## src/rtl/pwm_capture.sv

```systemverilog
// PWM receiver: measures on-time and period of a synchronized PWM input in tick units,
// with saturation reporting and a no-edge (stuck) timeout.
module pwm_capture #(
  parameter int CNT_W      = 16,
  parameter int TIMEOUT    = 65535,
  parameter bit ACTIVE_LOW = 1'b1
) (
  input  logic             clk,
  input  logic             rst,
  input  logic             tick,
  input  logic             pwm_in,
  output logic [CNT_W-1:0] on_count,
  output logic [CNT_W-1:0] period_count,
  output logic             valid,
  output logic             overflow_err,
  output logic             stuck,
  output logic             stuck_level
);

  // The idle counter is sized from TIMEOUT so it never wraps before the timeout fires.
  localparam int TW = $clog2(TIMEOUT + 1);
  localparam logic [CNT_W-1:0] CNT_MAX = '1;
  localparam logic [TW-1:0]    TO_VAL  = TW'(TIMEOUT);
  localparam logic [TW-1:0]    TO_M1   = TW'(TIMEOUT - 1);

  typedef enum logic [1:0] {S_IDLE, S_ON, S_OFF} state_t;

  state_t           state_q, state_d;
  logic             sync1_q, sync2_q, act_q;
  logic             act, rise, fall, edge_seen;
  logic [CNT_W-1:0] on_acc_q, on_acc_d, per_acc_q, per_acc_d;
  logic [CNT_W-1:0] on_count_q, on_count_d, period_count_q, period_count_d;
  logic             sat_q, sat_d, valid_q, valid_d, ovf_q, ovf_d;
  logic             stuck_q, stuck_d, stuck_lvl_q, stuck_lvl_d;
  logic [TW-1:0]    idle_q, idle_d;
  logic [CNT_W-1:0] on_inc, per_inc;
  logic             on_clip, per_clip, timeout_hit;

  assign act       = sync2_q ^ ACTIVE_LOW;
  assign rise      = act & ~act_q;
  assign fall      = ~act & act_q;
  assign edge_seen = rise | fall;

  always_comb begin
    on_clip     = tick && (on_acc_q == CNT_MAX);
    per_clip    = tick && (per_acc_q == CNT_MAX);
    on_inc      = (tick && !on_clip) ? on_acc_q + CNT_W'(1) : on_acc_q;
    per_inc     = (tick && !per_clip) ? per_acc_q + CNT_W'(1) : per_acc_q;
    timeout_hit = tick && !edge_seen && (idle_q == TO_M1);
  end

  always_comb begin
    state_d        = state_q;
    on_acc_d       = on_acc_q;
    per_acc_d      = per_acc_q;
    sat_d          = sat_q;
    on_count_d     = on_count_q;
    period_count_d = period_count_q;
    valid_d        = 1'b0;
    ovf_d          = 1'b0;
    stuck_d        = stuck_q;
    stuck_lvl_d    = stuck_lvl_q;

    if (edge_seen) begin
      idle_d = '0;
    end else if (tick && (idle_q != TO_VAL)) begin
      idle_d = idle_q + TW'(1);
    end else begin
      idle_d = idle_q;
    end

    if (edge_seen) begin
      stuck_d     = 1'b0;
      stuck_lvl_d = 1'b0;
    end

    case (state_q)
      S_IDLE: begin
        on_acc_d  = '0;
        per_acc_d = '0;
        sat_d     = 1'b0;
        if (rise) state_d = S_ON;
      end
      S_ON: begin
        on_acc_d  = on_inc;
        per_acc_d = per_inc;
        sat_d     = sat_q | on_clip | per_clip;
        if (fall) state_d = S_OFF;
      end
      S_OFF: begin
        per_acc_d = per_inc;
        sat_d     = sat_q | per_clip;
        if (rise) begin
          // The tick of the rise cycle closes the old period; the new one starts at 0.
          on_count_d     = on_acc_q;
          period_count_d = per_inc;
          valid_d        = 1'b1;
          ovf_d          = sat_q | per_clip;
          on_acc_d       = '0;
          per_acc_d      = '0;
          sat_d          = 1'b0;
          state_d        = S_ON;
        end
      end
      default: state_d = S_IDLE;
    endcase

    if (timeout_hit) begin
      stuck_d     = 1'b1;
      stuck_lvl_d = act;
      state_d     = S_IDLE;
      on_acc_d    = '0;
      per_acc_d   = '0;
      sat_d       = 1'b0;
    end
  end

  always_ff @(posedge clk) begin
    if (rst) begin
      sync1_q        <= ACTIVE_LOW;
      sync2_q        <= ACTIVE_LOW;
      act_q          <= 1'b0;
      state_q        <= S_IDLE;
      on_acc_q       <= '0;
      per_acc_q      <= '0;
      sat_q          <= 1'b0;
      on_count_q     <= '0;
      period_count_q <= '0;
      valid_q        <= 1'b0;
      ovf_q          <= 1'b0;
      stuck_q        <= 1'b0;
      stuck_lvl_q    <= 1'b0;
      idle_q         <= '0;
    end else begin
      sync1_q        <= pwm_in;
      sync2_q        <= sync1_q;
      act_q          <= act;
      state_q        <= state_d;
      on_acc_q       <= on_acc_d;
      per_acc_q      <= per_acc_d;
      sat_q          <= sat_d;
      on_count_q     <= on_count_d;
      period_count_q <= period_count_d;
      valid_q        <= valid_d;
      ovf_q          <= ovf_d;
      stuck_q        <= stuck_d;
      stuck_lvl_q    <= stuck_lvl_d;
      idle_q         <= idle_d;
    end
  end

  assign on_count     = on_count_q;
  assign period_count = period_count_q;
  assign valid        = valid_q;
  assign overflow_err = ovf_q;
  assign stuck        = stuck_q;
  assign stuck_level  = stuck_lvl_q;

endmodule

```

## config.mk

```make
export PLATFORM = sky130hd
export DESIGN_NAME = pwm_capture
export DESIGN_NICKNAME = d
export VERILOG_FILES = /design/src/rtl/pwm_capture.sv
export SDC_FILE = /design/constraint.sdc
export NUM_CORES = 1
export LEC_CHECK = 0
export BUFFER_PORTS_ARGS = -buffer_cell sky130_fd_sc_hd__buf_4
export CAP_MARGIN = 20
export CORE_UTILIZATION = 64
export DETAILED_ROUTE_END_ITERATION = 8
export PLACE_DENSITY = 0.87
export SYNTH_ARGS = -nofsm -noshare
export SYNTH_HDL_FRONTEND = slang
export SYNTH_SLANG_ARGS = --single-unit
```

## constraint.sdc

```tcl
create_clock -name clk -period 6.3 [get_ports clk]
set_clock_uncertainty 0.2 [all_clocks]
set_input_delay 0.63 -clock clk [delete_from_list [all_inputs] [get_ports clk]]
set_output_delay 0.63 -clock clk [all_outputs]
set_load 0.03 [all_outputs]
```

* Word-level counts from Yosys, hierarchy flattened *
Cells that the tools add are included.

cells by class
  add/sub/neg operators = 3
  equal/unequal tests = 10
  mux-type cells = 15
  bitwise gates (word level) = 10
  reductions and logical operators = 21

operators by type and width
  kind                                                                   count
  16-bit case mux with 3 select lines                                    2
  16-bit two-way mux                                                     4
  16-bit by 1-bit adder with 16-bit output, second input constant        3
  16-bit equality test, second input constant                            3
  16-bit != test, second input constant                                  1
  2-bit OR reduction                                                     4
  1-bit logical AND                                                      7
  2-bit != test, second input constant                                   3
  1-bit two-way mux                                                      5
  2-bit two-way mux                                                      2
  1-bit NOT                                                              4
  1-bit OR                                                               4
  2-bit case mux with 2 select lines                                     1
  2-bit AND reduction                                                    2
  1-bit logical NOT                                                      3
  1-bit case mux with 3 select lines                                     1
  3-bit AND reduction                                                    1
  3-bit nonzero test                                                     1
  3-bit OR reduction                                                     1
  1-bit AND                                                              2
  2-bit by 1-bit equality test with 1-bit output, second input constant  1
  2-bit equality test, second input constant                             1
  2-bit logical NOT                                                      1
  2-bit by 1-bit != test with 1-bit output, second input constant        1
  2-bit nonzero test                                                     1

storage, ports and cells
  register bits = 90
  input bits = 4
  output and inout bits = 36
  word-level logic and storage cells = 73

* Logic depth before layout (Yosys ltp) *
  depth after elaboration = 7
  mapped depth = 8
  gate-level depth less buffers = 7

* Worst setup path after synthesis *
Ideal clock, no wire load.

  path type = input to register
  start point = input tick
  end point = register per_acc_q[9]
  library setup time = 0.074 ns
  arrival = 1.775 ns
  required time = 6.026 ns
  slack = 4.251 ns
  stages on the path = 6
  buffers on the path = 1
  cells stage by stage = buf_4 -> nand3_1 -> nor2_1 -> o2111ai_1 -> or3_1 -> a31oi_1

between the ends
  cells in the longest elaborated chain, start to end = 6
  elaborated cells on any way between the ends = 9
  classes of those cells = mux: 3; reduce/logical: 6

ends and longest elaborated chain
  what                                 line  RTL
  start, declared                      10    input logic tick,
  1-bit logical AND                    46    per_clip = tick && (per_acc_q == CNT_MAX);
  1-bit logical NOT                    48    per_inc = (tick && !per_clip) ? per_acc_q + CNT_W'(1) : per_acc_q;
  1-bit logical AND                    48
  16-bit two-way mux                   48
  16-bit two-way mux                   93    if (rise) begin
  16-bit case mux with 3 select lines  77    case (state_q)
  end signal, assigned                 140   per_acc_q <= per_acc_d;
  end, declared                        31    logic [CNT_W-1:0] on_acc_q, on_acc_d, per_acc_q, per_acc_d;

Several ways; a longest one is shown, not always the timed one.
A chain may end at the register's enable or synchronous reset.

* Worst setup path after layout *
  start point = register idle_q[10]
  end point = register on_acc_q[14]

between the ends
  cells in the longest elaborated chain, start to end = 3

ends and longest elaborated chain
  what                          line  RTL
  start, declared               35    logic [TW-1:0] idle_q, idle_d;
  start signal, assigned        148   idle_q <= idle_d;
  16-bit equality test          49    timeout_hit = tick && !edge_seen && (idle_q == TO_M1);
  1-bit logical AND             49
  2-bit OR reduction (no line)  -
  end signal, assigned          139   on_acc_q <= on_acc_d;
  end, declared                 31

No other way between the ends.

==> summary.md <==
| Metric | Value |
|---|---|
| Status | `finished, violations left` |
| Failing checks | `design-rule violations` |
| Fin. max-slew vios | `0` |
| Clock root buffer | `clkbuf_8` |
| Gate power share | `~3.2%` |
| Antenna Nets Post-Route | `0` |
| Number of max-capacitance violations reported | `0` |
| Post-place setup slack | `3.66 ns` |
| M2 GR Usage | `45.2%` |
| Gates resized, CTS repair | `0` |
| Busiest layer in global routing | `met2` |
| Placed Instances | `610` |
| Type of origin of the critical path | `flop` |
| Power Internal | `0.803 mW` |
| Static Leak | `1.64 nW` |
| Number of enable-type register cells in the synthesized netlist | `0` |
| Minimum setup slack in the final design | `3.67 ns` |
| Number of different library cells in the post-synthesis netlist | `51` |
| Post-Layout Cell Count | `~630` |
| Setup repair after global routing missed its margin | `false` |
| Initial cell density of the core | `between 60% and 70%` |
| Kind of path behind the tightest hold check | `flop to flop` |
| Hold Path Origin | `sync1_q` |
| Final period util | `41.8%` |
| Total Nets Final | `558` |
| Worst hold slack | `0.233 ns` |
| # rows | `29` |
| Final setup TNS | `0 ns` |
| CTS sink cnt | `90` |
| Maximum vdd ir drop | `roughly 200 uV` |
| DR iter-0 viols | `312` |
| Filler cells | `roughly 500` |
| Dominant cell type by area after synthesis | `dfxtp_1` |
| Initial antenna violation count | `0` |
| Endpoint class of the critical path | `flop` |
| Grt ovf | `0` |
| Number of setup buffers added after CTS | `0` |
| Fmax achieved | `0.380 GHz` |
| Critical path fanouts, max | `23` |
| DR vias | `3,841` |
| Area of the die | `7100 um^2` |
| Number of flip-flops and latches in the synthesized netlist | `90` |
| Largest cells by area after synthesis | `dfxtp_1, a21oi_1, nand2_1` |
| Number of clock buffers inserted by TritonCTS | `9` |
| Synthesis Warnings | `0` |
| Worst Tran Pin Value | `1.02 ns` |
| Final setup vio count | `0` |
| Post-Syn Area per Cell | `8.30 um^2` |
| Global Route met1 Usage | `a little over a third` |
| Core Area | `6460 um^2` |
| Dpl hpwl | `6.40 mm` |
| Post-synthesis sequential area ratio | `~42%` |
| Aggregate routed wire length | `9.44 mm` |
| Power share of the clock group | `41.3%` |
| Crit Path Category | `flop to flop` |
| Storage element area | `1800 um^2` |
| Weighted congestion reported at the end of routability-driven placement | `0.859` |
| Sw Ratio | `22.4%` |
| Signal arrival time at the worst endpoint | `2.67 ns` |
| Worst r2r src | `idle_q[10]` |
| Worst reg2reg endpoint | `on_acc_q[14]` |
| Ys flop type | `dfxtp_1` |
| Final Power | `1.03 mW` |
| Via density per instance | `6.14` |
| Number of H-tree levels | `3` |
| I/O Buffers | `39` |
| Share of Yosys cell area claimed by the top area cell type | `41.6%` |
| Post-route DRC | `4` |
| Crit path required time | `between 6 and 7 ns` |
| Routed wire length per instance | `15.1 um` |
| Share of synthesized flip-flops with an asynchronous set or reset | `0%` |
| Clock latency on the worst-skew pair | `0.35 ns` |
| Die height | `84.3 um` |
| Worst hold endpoint | `sync2_q` |
| Sw power | `between 0.2 and 0.25 mW` |
| Number of global-route vias before repair | `3,387` |
| Wire length of the first global-routing pass | `15.6 mm` |
| Count of TritonRoute iterations in the first routing pass | `7` |
| Horizontal extent of the die | `84.3 um` |
| Area growth from synthesis to layout | `11.3%` |
| Syn Nets | `536` |
| IO Count | `40` |
| Max-slew headroom at the worst pin | `31.2%` |
| Fraction of layout cells with a size suffix above 1 | `12.9%` |
| Final hold vios | `0` |
| CTS tree | `built` |
| Power per cell area | `214 nW/um^2` |
| Maximum number of pins on one net before global-route repair | `34` |
| Cells on Worst Hold Path | `1` |
| Antenna Cells | `0` |
| Final Critical Period | `2.63 ns` |
| Met3 Resource Use GR | `6.78%` |
| Cell area after technology mapping | `4330 um^2` |
| Cell count after synthesis | `522` |
| CTS Hold Buffers Added | `0` |
| Register-to-register path setup slack | `3.67 ns` |
| Area used by multi-input combinational logic | `2360 um^2` |
| Sequential Power Share | `around 56%` |
| Clock transition at path regs | `0.09 ns` |
| Logic depth of the worst register-to-register path | `5` |
| Clock buffer depth | `2` |
| Overall Global Routing Usage | `a little over a quarter` |
-- cell families (layout without fill, tap and decap cells) --
| family | after synthesis | in the layout | share of synthesized area [%] |
|---|---|---|---|
| buf+inv | 41 | 68 | 3.93 |
| flops | 90 | 90 | 41.6 |
| compound gates | 116 | 116 | 16.5 |
| simple gates | 228 | 228 | 27.5 |
| xor+xnor | 31 | 31 | 6.26 |
| mux | 6 | 6 | 1.39 |
| fa+ha+maj | 10 | 10 | 2.89 |
-- how the worst max path moves through the flow --
stage | startpoint | end | slack [ns] | cells after the start
after global placement | tick | on_acc_q[6] | 3.74 | 6
final | idle_q[10] | on_acc_q[14] | 3.67 | 5
after global routing | idle_q[10] | on_acc_q[7] | 3.42 | 5
after detailed placement | tick | on_acc_q[14] | 3.66 | 6
after CTS | idle_q[10] | on_acc_q[14] | 3.71 | 5
after floorplan | tick | per_acc_q[9] | 4.25 | 6
-- per-layer routing --
layer  part of all wire [%]  routed length [um]
met5                      0                   0
met4                   0.90                  85
met3                    5.8                 543
met2                     48                4550
met1                     45                4260
-- through the flow --
stage	instance area (um^2)	util [%]
after global placement	4610	71.3
after global routing	4820	74.7
after CTS	4820	74.7
final	4820	74.7
after detailed placement	4610	71.3
after floorplan	4330	-
-- flip-flops by register name, indices dropped and copies added (netlist names), 2 cells and up --
signal,count
idle_q,16
on_acc_q,16
on_count,16
per_acc_q,16
period_count,16
state_q,2
-- power by group through the flow --
stage	combinational (mW)	clock, mW	sequential [mW]
final	0.0329	0.427	0.574
after global placement	0.0310	0	0.588
after floorplan	0.0251	0	0.587
after global routing	0.0361	0.460	0.575
after CTS	0.0324	0.432	0.574
after detailed placement	0.0324	0	0.588
-- layout by cell type (no fill, tap or decap), types with 3 or more instances in the layout --
cell type and instances:
a211oi_1 5, clkbuf_8 9, nand3_1 24, ha_1 10, nor4_1 10, nand4_1 20, nor2b_1 3, nand2_1 60
and3_1 5, or3_1 7, inv_1 12, and2_1 4, o211ai_1 9, xnor2_1 20, dfxtp_1 90, nor4_4 3
and4_1 7, nor3_1 22, or2_2 4, a21oi_1 60, mux2i_1 6, o21ai_0 20, xor2_1 11, a311oi_1 3
buf_4 40, nor2_1 50
-- critical path, cell delays in order, from the launching register on --
cell and delay (ns):
dfxtp_1 0.40, nand4_1 0.23, nor3_1 0.45, a21o_1 0.72, or2_2 0.41, nor2_1 0.10
-- cell usage after synthesis (2+ instances only) --
master	instances
dfxtp_1	90
a21oi_1	60
nand2_1	60
nor2_1	50
nand3_1	24
nor3_1	22
nand4_1	20
o21ai_0	20
xnor2_1	20
clkbuf_1	18
inv_1	12
xor2_1	11
ha_1	10
nor4_1	10
buf_2	9
o211ai_1	9
and4_1	7
or3_1	7
mux2i_1	6
a211oi_1	5
and3_1	5
and2_1	4
or2_2	4
a311oi_1	3
nor2b_1	3
nor4_4	3
a31oi_1	2
nor3b_1	2
nor4_2	2
o2111ai_1	2
o21ai_1	2
-- area by class of cell --
class / count / area share [%]
Clock inverter: 7 / 1.95
Multi-Input combinational cell: 391 / 49.0
Sequential cell: 90 / 37.4
Timing Repair Buffer: 40 / 6.23
Tap cell: 77 / 2.00
Inverter: 12 / 0.934
Clock buffer: 9 / 2.57
Power figures use the tool's default switching activity.
